$ cat src/rtl/duc_pkg.sv
// Shared constants and FSM encoding for the DUC coefficient loader.
// The readback option is enabled with the DUC_COEF_READBACK_EN macro (see duc_coef_loader).
package duc_pkg;

    localparam int NUM_TAPS       = 40;
    localparam int INTERP         = 4;
    localparam int TAPS_PER_PHASE = NUM_TAPS / INTERP;
    localparam int COEF_W         = 16;
    localparam int ADDR_W         = 16;
    localparam int BANK_AW        = 6;
    localparam int TAP_W          = 4;

    typedef enum logic [1:0] {
        IDLE  = 2'd0,
        SWAP  = 2'd1,
        BURST = 2'd2
    } state_t;

endpackage

$ cat src/rtl/duc_coef_bank.sv
// 40-entry coefficient register file: one synchronous write port, one
// combinational read port that returns zero for addresses past the last tap.
module duc_coef_bank
    import duc_pkg::*;
(
    input  logic               clk,
    input  logic               rst,
    input  logic               we,
    input  logic [BANK_AW-1:0] wr_addr,
    input  logic [COEF_W-1:0]  wr_data,
    input  logic [BANK_AW-1:0] rd_addr,
    output logic [COEF_W-1:0]  rd_data
);

    logic [COEF_W-1:0] mem [NUM_TAPS];

    always_ff @(posedge clk or posedge rst) begin
        if (rst) begin
            for (int i = 0; i < NUM_TAPS; i++) begin
                mem[i] <= '0;
            end
        end else if (we && (wr_addr < BANK_AW'(NUM_TAPS))) begin
            mem[wr_addr] <= wr_data;
        end
    end

    assign rd_data = (rd_addr < BANK_AW'(NUM_TAPS)) ? mem[rd_addr] : '0;

endmodule

$ cat src/rtl/duc_coef_loader.sv
// Double-buffered coefficient store feeding per-phase 10-tap bursts to the DUC filter.
// Define DUC_COEF_READBACK_EN to add the shadow-bank readback port (rb_addr/rb_data).
module duc_coef_loader
    import duc_pkg::*;
(
    input  logic              clkin,
    input  logic              reset,
    input  logic              wr_en,
    input  logic [ADDR_W-1:0] wr_addr,
    input  logic [COEF_W-1:0] wr_data,
    input  logic              wr_rst,
    input  logic              commit,
    input  logic              req_valid,
    input  logic [1:0]        req_phase,
    output logic              req_ready,
    output logic              coef_valid,
    output logic [COEF_W-1:0] coef_data,
    output logic [TAP_W-1:0]  coef_tap,
    output logic              coef_last,
    output logic              shadow_full,
    output logic              swap_done,
    output logic              commit_err,
    output logic              addr_err,
`ifdef DUC_COEF_READBACK_EN
    input  logic [BANK_AW-1:0] rb_addr,
    output logic [COEF_W-1:0]  rb_data,
`endif
    output state_t            dbg_state
);

    state_t              state;
    logic                active_sel;
    logic                commit_pending;
    logic [NUM_TAPS-1:0] bitmap;
    logic [NUM_TAPS-1:0] bitmap_next;
    logic [1:0]          phase;
    logic [TAP_W-1:0]    t;
    logic                wr_ok;
    logic [BANK_AW-1:0]  act_rd_addr;
    logic [BANK_AW-1:0]  shd_rd_addr;
    logic [BANK_AW-1:0]  rd_addr0;
    logic [BANK_AW-1:0]  rd_addr1;
    logic [COEF_W-1:0]   rd_data0;
    logic [COEF_W-1:0]   rd_data1;
    logic [COEF_W-1:0]   active_data;

    assign wr_ok = wr_en && (wr_addr < ADDR_W'(NUM_TAPS));

    // Handshake: a burst request transfers on a cycle where req_valid && req_ready;
    // req_ready is high only in IDLE with no swap pending, and tap 0 follows next cycle.
    assign req_ready = (state == IDLE) && !commit_pending;
    assign dbg_state = state;

    // Coefficient n lives at {tap, phase}; in IDLE the requested phase is read
    // directly so tap 0 can be registered on the accepting edge.
    assign act_rd_addr = (state == BURST) ? {t, phase} : {TAP_W'(0), req_phase};

`ifdef DUC_COEF_READBACK_EN
    assign shd_rd_addr = rb_addr;
`else
    assign shd_rd_addr = '0;
`endif

    assign rd_addr0    = active_sel ? shd_rd_addr : act_rd_addr;
    assign rd_addr1    = active_sel ? act_rd_addr : shd_rd_addr;
    assign active_data = active_sel ? rd_data1 : rd_data0;

    duc_coef_bank u_bank0 (
        .clk     (clkin),
        .rst     (reset),
        .we      (wr_ok && active_sel),
        .wr_addr (wr_addr[BANK_AW-1:0]),
        .wr_data (wr_data),
        .rd_addr (rd_addr0),
        .rd_data (rd_data0)
    );

    duc_coef_bank u_bank1 (
        .clk     (clkin),
        .rst     (reset),
        .we      (wr_ok && !active_sel),
        .wr_addr (wr_addr[BANK_AW-1:0]),
        .wr_data (wr_data),
        .rd_addr (rd_addr1),
        .rd_data (rd_data1)
    );

    // Clearing (wr_rst or a swap) wins over a same-cycle write's bitmap update.
    always_comb begin
        bitmap_next = bitmap;
        if (wr_ok) begin
            bitmap_next[wr_addr[BANK_AW-1:0]] = 1'b1;
        end
        if (wr_rst || (state == SWAP)) begin
            bitmap_next = '0;
        end
    end

    always_ff @(posedge clkin or posedge reset) begin
        if (reset) begin
            state          <= IDLE;
            active_sel     <= 1'b0;
            commit_pending <= 1'b0;
            bitmap         <= '0;
            shadow_full    <= 1'b0;
            phase          <= '0;
            t              <= '0;
            coef_valid     <= 1'b0;
            coef_data      <= '0;
            coef_tap       <= '0;
            coef_last      <= 1'b0;
            swap_done      <= 1'b0;
            commit_err     <= 1'b0;
            addr_err       <= 1'b0;
        end else begin
            bitmap      <= bitmap_next;
            shadow_full <= &bitmap_next;
            swap_done   <= 1'b0;
            commit_err  <= 1'b0;

            if (wr_rst) begin
                addr_err <= 1'b0;
            end
            if (wr_en && !wr_ok) begin
                addr_err <= 1'b1;
            end

            if (commit && !commit_pending && !shadow_full) begin
                commit_err <= 1'b1;
            end
            if (wr_rst) begin
                commit_pending <= 1'b0;
            end else if (commit && shadow_full) begin
                commit_pending <= 1'b1;
            end

            case (state)
                IDLE: begin
                    coef_valid <= 1'b0;
                    coef_last  <= 1'b0;
                    coef_tap   <= '0;
                    coef_data  <= '0;
                    if (commit_pending) begin
                        state <= SWAP;
                    end else if (req_valid) begin
                        phase      <= req_phase;
                        coef_valid <= 1'b1;
                        coef_data  <= active_data;
                        t          <= TAP_W'(1);
                        state      <= BURST;
                    end
                end
                SWAP: begin
                    active_sel     <= ~active_sel;
                    commit_pending <= 1'b0;
                    swap_done      <= 1'b1;
                    state          <= IDLE;
                end
                BURST: begin
                    if (t == TAP_W'(TAPS_PER_PHASE)) begin
                        coef_valid <= 1'b0;
                        coef_last  <= 1'b0;
                        coef_tap   <= '0;
                        coef_data  <= '0;
                        t          <= '0;
                        state      <= IDLE;
                    end else begin
                        coef_data <= active_data;
                        coef_tap  <= t;
                        coef_last <= (t == TAP_W'(TAPS_PER_PHASE - 1));
                        t         <= t + TAP_W'(1);
                    end
                end
                default: state <= IDLE;
            endcase
        end
    end

`ifdef DUC_COEF_READBACK_EN
    logic [COEF_W-1:0] shadow_data;
    assign shadow_data = active_sel ? rd_data0 : rd_data1;

    always_ff @(posedge clkin or posedge reset) begin
        if (reset) begin
            rb_data <= '0;
        end else begin
            rb_data <= shadow_data;
        end
    end
`endif

endmodule

$ cat config.mk
export PLATFORM = sky130hd
export DESIGN_NAME = duc_coef_loader
export DESIGN_NICKNAME = d
export VERILOG_FILES = /design/src/rtl/duc_pkg.sv /design/src/rtl/duc_coef_bank.sv /design/src/rtl/duc_coef_loader.sv
export SDC_FILE = /design/constraint.sdc
export NUM_CORES = 2
export LEC_CHECK = 0
export BUFFER_PORTS_ARGS = -buffer_cell sky130_fd_sc_hd__buf_2
export CAP_MARGIN = 20
export CORE_ASPECT_RATIO = 1.75
export CORE_MARGIN = 2
export CORE_UTILIZATION = 50
export DETAILED_ROUTE_END_ITERATION = 7
export PLACE_DENSITY = 0.74
export SLEW_MARGIN = 40
export SYNTH_ARGS = -nofsm -noshare
export SYNTH_HDL_FRONTEND = slang
export SYNTH_HIERARCHICAL = 1
export SYNTH_SLANG_ARGS = --single-unit
$ cat constraint.sdc
create_clock -name clkin -period 20.9 [get_ports clkin]
set_input_delay 0 -clock clkin [delete_from_list [all_inputs] [get_ports clkin]]
set_output_delay 0 -clock clkin [all_outputs]
set_load 0.05 [all_outputs]
==> summary.md <==
| Metric | Value |
|---|---|
| Core Region | 0.1250 mm2 |
| Starting Density | 50.22% |
| Number of synthesized register bits | about 1400 |
| Outcome | finished, violations left |
| Initial detailed-routing violation count | between 2000 and 2500 |
| Post-Route WL | 169100 um |
| Area leader, netlist | dfrtp_1 |
| Post-synth ARST share | 100.0% |
| Startpoint types | flop |
| Most common cell after layout, fill and taps aside | dfrtp_1 |
| Critical path's most frequent cell | mux2i_1 |
| Share of cells above drive strength 1 | ~48% |
| Hold Path Class | in2reg |
| Number of port buffers | 68 |
| Worst-Margin Slew | 0.9660 ns |
| Register area share after synthesis | between 50% and 60% |
| CTS tree | yes |
| Inst Count DP | 5510 |
| # H-tree levels | 3 |
| Die X | 271.9 um |
| CP Cell Sequence | nand2b_1, mux2i_1, nor2_4, buf_4, buf_6, buf_4, buf_12, mux4_2, mux2i_1, o32ai_1, nor2_1, o21ai_0, mux2i_1, o21ai_0 |
| Syn_area_per_cell | 15.42 um2 |
| EDFF count, synth | 0 |
| Layout Nets | 4040 |
| First-pass GRT wire length | between 200000 and 300000 um |
| Row count | 172 |
| RSZ-0062 raised after global routing | false |
| Antenna viol nets, final | 0 |
| Final Hold Viols | 9 |
| Setup-failing EPs final | 0 |
| Setup Skew | 0.03305 ns |
| Hold slack | -0.01220 ns |
| Multi-input gate area | roughly 0.027 mm2 |
| Register area | 0.03393 mm2 |
| Worst Path Arrival | ~6.0 ns |
| Fin Setup TNS | 0 ns |
| Worst Path Buf+Inv | 4 |
| Final HPWL DP | about 110000 um |
| P&R area growth vs syn | 9.082% |
| Ports | 69 |
| Vias in the first global route | 38300 |
| Post-Route Utilization | 54.78% |
| Setup ws final | 15.51 ns |
| Minimum clock period after layout | between 5 and 6 ns |
| Failing checks | hold timing |
| Unique masters post-synth | 66 |
| Later-pin clock latency in the skew report | between 0.7 and 0.8 ns |
| Post-Syn Instances | between 4000 and 5000 |
| Clock Tree Buf Depth | 3 |
| Initial antenna violation count | 8 |
| CP peak stage delay | 0.65 ns |
| Req. time, crit path | between 20 and 25 ns |
| DR DRC count | 0 |
| Clock slew at reported path FFs | 0.07 ns |
| Final worst-path cycle share | 25.77% |
| Die area | around 0.13 mm2 |
| Syn nets | 4113 |
| GPL Wtd Cong | roughly 0.93 |
| Mapped Area | 0.06280 mm2 |
| Final Max Slew Viols | 0 |
| Critical path type | reg2reg |
| Die Y | ~470 um |
| Largest net degree at the start of global routing | 149 |
| Via count | 35720 |
| Clock Sink Count | 1356 |
| F_max | 0.1857 GHz |
| Post-CTS Resized | 0 |
| LEAKAGE | 0.03261 uW |
| Synth top area share | roughly 54% |
| Pwr Density | 85.17 mW/mm2 |
| 1st-pass router iterations | 5 |
| Crit Path Max Fanout | 45 |
| Fillers | ~10000 |
| Total overflow reported by the global router | 0 |
| Post-Place Setup Slack | 15.51 ns |
| Total CTS buffers | 117 |
| Final Non-Filler Cells | ~5800 |
| Post-DR vias/cell | 6.208 |
| Worst vdd ir | about 0.00010 V |
| Max Cap Viol | 0 |
| Element type at the critical path end | flop |
| Delay-heaviest family, CP | buffers and inverters |
| Most frequent cells in the layout | 1356 x dfrtp_1, 1218 x mux2_2, 269 x mux4_2 |
| GRT Overall Usage | 26.72% |
| WL per Instance | 29.40 um |
| Clock Tree Root | clkbuf_16 |
| Synth area leaders | dfrtp_1 54%, mux2_2 22%, mux4_2 9.6% |
| Prevailing post-synth register cell | dfrtp_1 |
| Max_slew headroom | 35.60% |
| YS warnings | 6 |
| Slowest library cell on the worst path | buf_6 |
power breakdown:
group / switching, uW / internal, uW / total, uW / leakage [uW]
clock: 990 / 1290 / 2280 / 0.00197
sequential: 27.5 / 2640 / 2670 / 0.0189
combinational: 600 / 278 / 878 / 0.0117
total: 1620 / 4220 / 5830 / 0.0326
worst register-to-register path, delay by kind of cell (launching register included):
kind | cells | cell delay (ns)
buf+inv | 4 | 2.14
mux | 4 | 1.42
simple gates | 3 | 0.59
compound gates | 3 | 0.57
flops | 1 | 0.55
layer usage:
metal  track usage (%)  part of all wire (%)
met5                 0                 0.012
met1             30.42                    36
met3             4.310                   4.7
met4             19.06                   8.1
met2             45.71                    51
timing repair:
item                                   in CTS  in global routing
hold buffers                               20                  1
endpoints found under the hold margin     380                 33
setup buffers                               0                  0
cells by family (layout without fill, tap and decap cells):
family | count (synthesis) | after routing | synth area share, %
muxes | 1741 | 1741 | 35.70
and+or+nand+nor | 351 | 351 | 4.118
AOI/OAI and AO/OA | 257 | 257 | 2.911
DFF | 1356 | 1356 | 54.04
other | 0 | 8 | 0
xor gates and xnor gates | 2 | 2 | 0.02790
buffers and inverters | 366 | 385 | 3.204
worst paths after layout:
path,startpoint,to,slack (ns),depth (start not counted)
min,wr_data[9],u_bank0/mem[137]$_DFFE_PP0P_,-0.01,3
min reg2reg,shadow_full$_DFF_PP0_,commit_err$_DFF_PP0_,0.46,1
min in group asynchronous,reset,u_bank0/mem[218]$_DFFE_PP0P_,0.44,4
max reg2reg,dbg_state[1]$_DFFE_PP0P_,coef_data[7]$_DFFE_PP0P_,15.51,14
max,dbg_state[1]$_DFFE_PP0P_,coef_data[7]$_DFFE_PP0P_,15.51,14
max in group asynchronous,reset,u_bank0/mem[268]$_DFFE_PP0P_,16.94,9
flip-flops by register name, summed over array words and instances, names as in the netlist, 2 cells and up:
register and cells:
t 4, u_bank0/mem 640, coef_tap 4, dbg_state 2
bitmap 40, u_bank1/mem 640, coef_data 16, phase 2
synth_stat cells (11+ instances only):
library cell / instances
a211oi_1: 19
a21oi_1: 54
a22o_1: 34
a22oi_1: 28
buf_1: 13
buf_2: 42
buf_4: 90
buf_6: 27
clkbuf_1: 181
dfrtp_1: 1356
mux2_1: 83
mux2_2: 1218
mux2i_1: 171
mux4_2: 269
nand2_1: 52
nand3_1: 13
nor2_1: 73
nor2_2: 16
nor2_4: 44
nor2_8: 20
nor2b_1: 13
nor3_1: 21
o21ai_0: 27
o221ai_1: 24
o22ai_1: 20
o32ai_1: 11
layout make-up:
class	instances	share of cell area (%)
antenna	8	0.02923
tap	1653	3.019
clock buffer	175	5.067
sequential	1356	49.54
clock inverter	36	0.7745
multi-input combinational	2351	39.44
timing repair buffer	165	2.048
inverter	9	0.08950
metrics by stage:
step | cell area, um2 | total power [uW]
after floorplan | 62800 | 3324
after global placement | 63820 | 3559
after detailed placement | 64140 | 3583
after CTS | 68340 | 5870
after global routing | 68490 | 6023
final | 68500 | 5834
No activity file was read; power rests on OpenSTA's default activity.
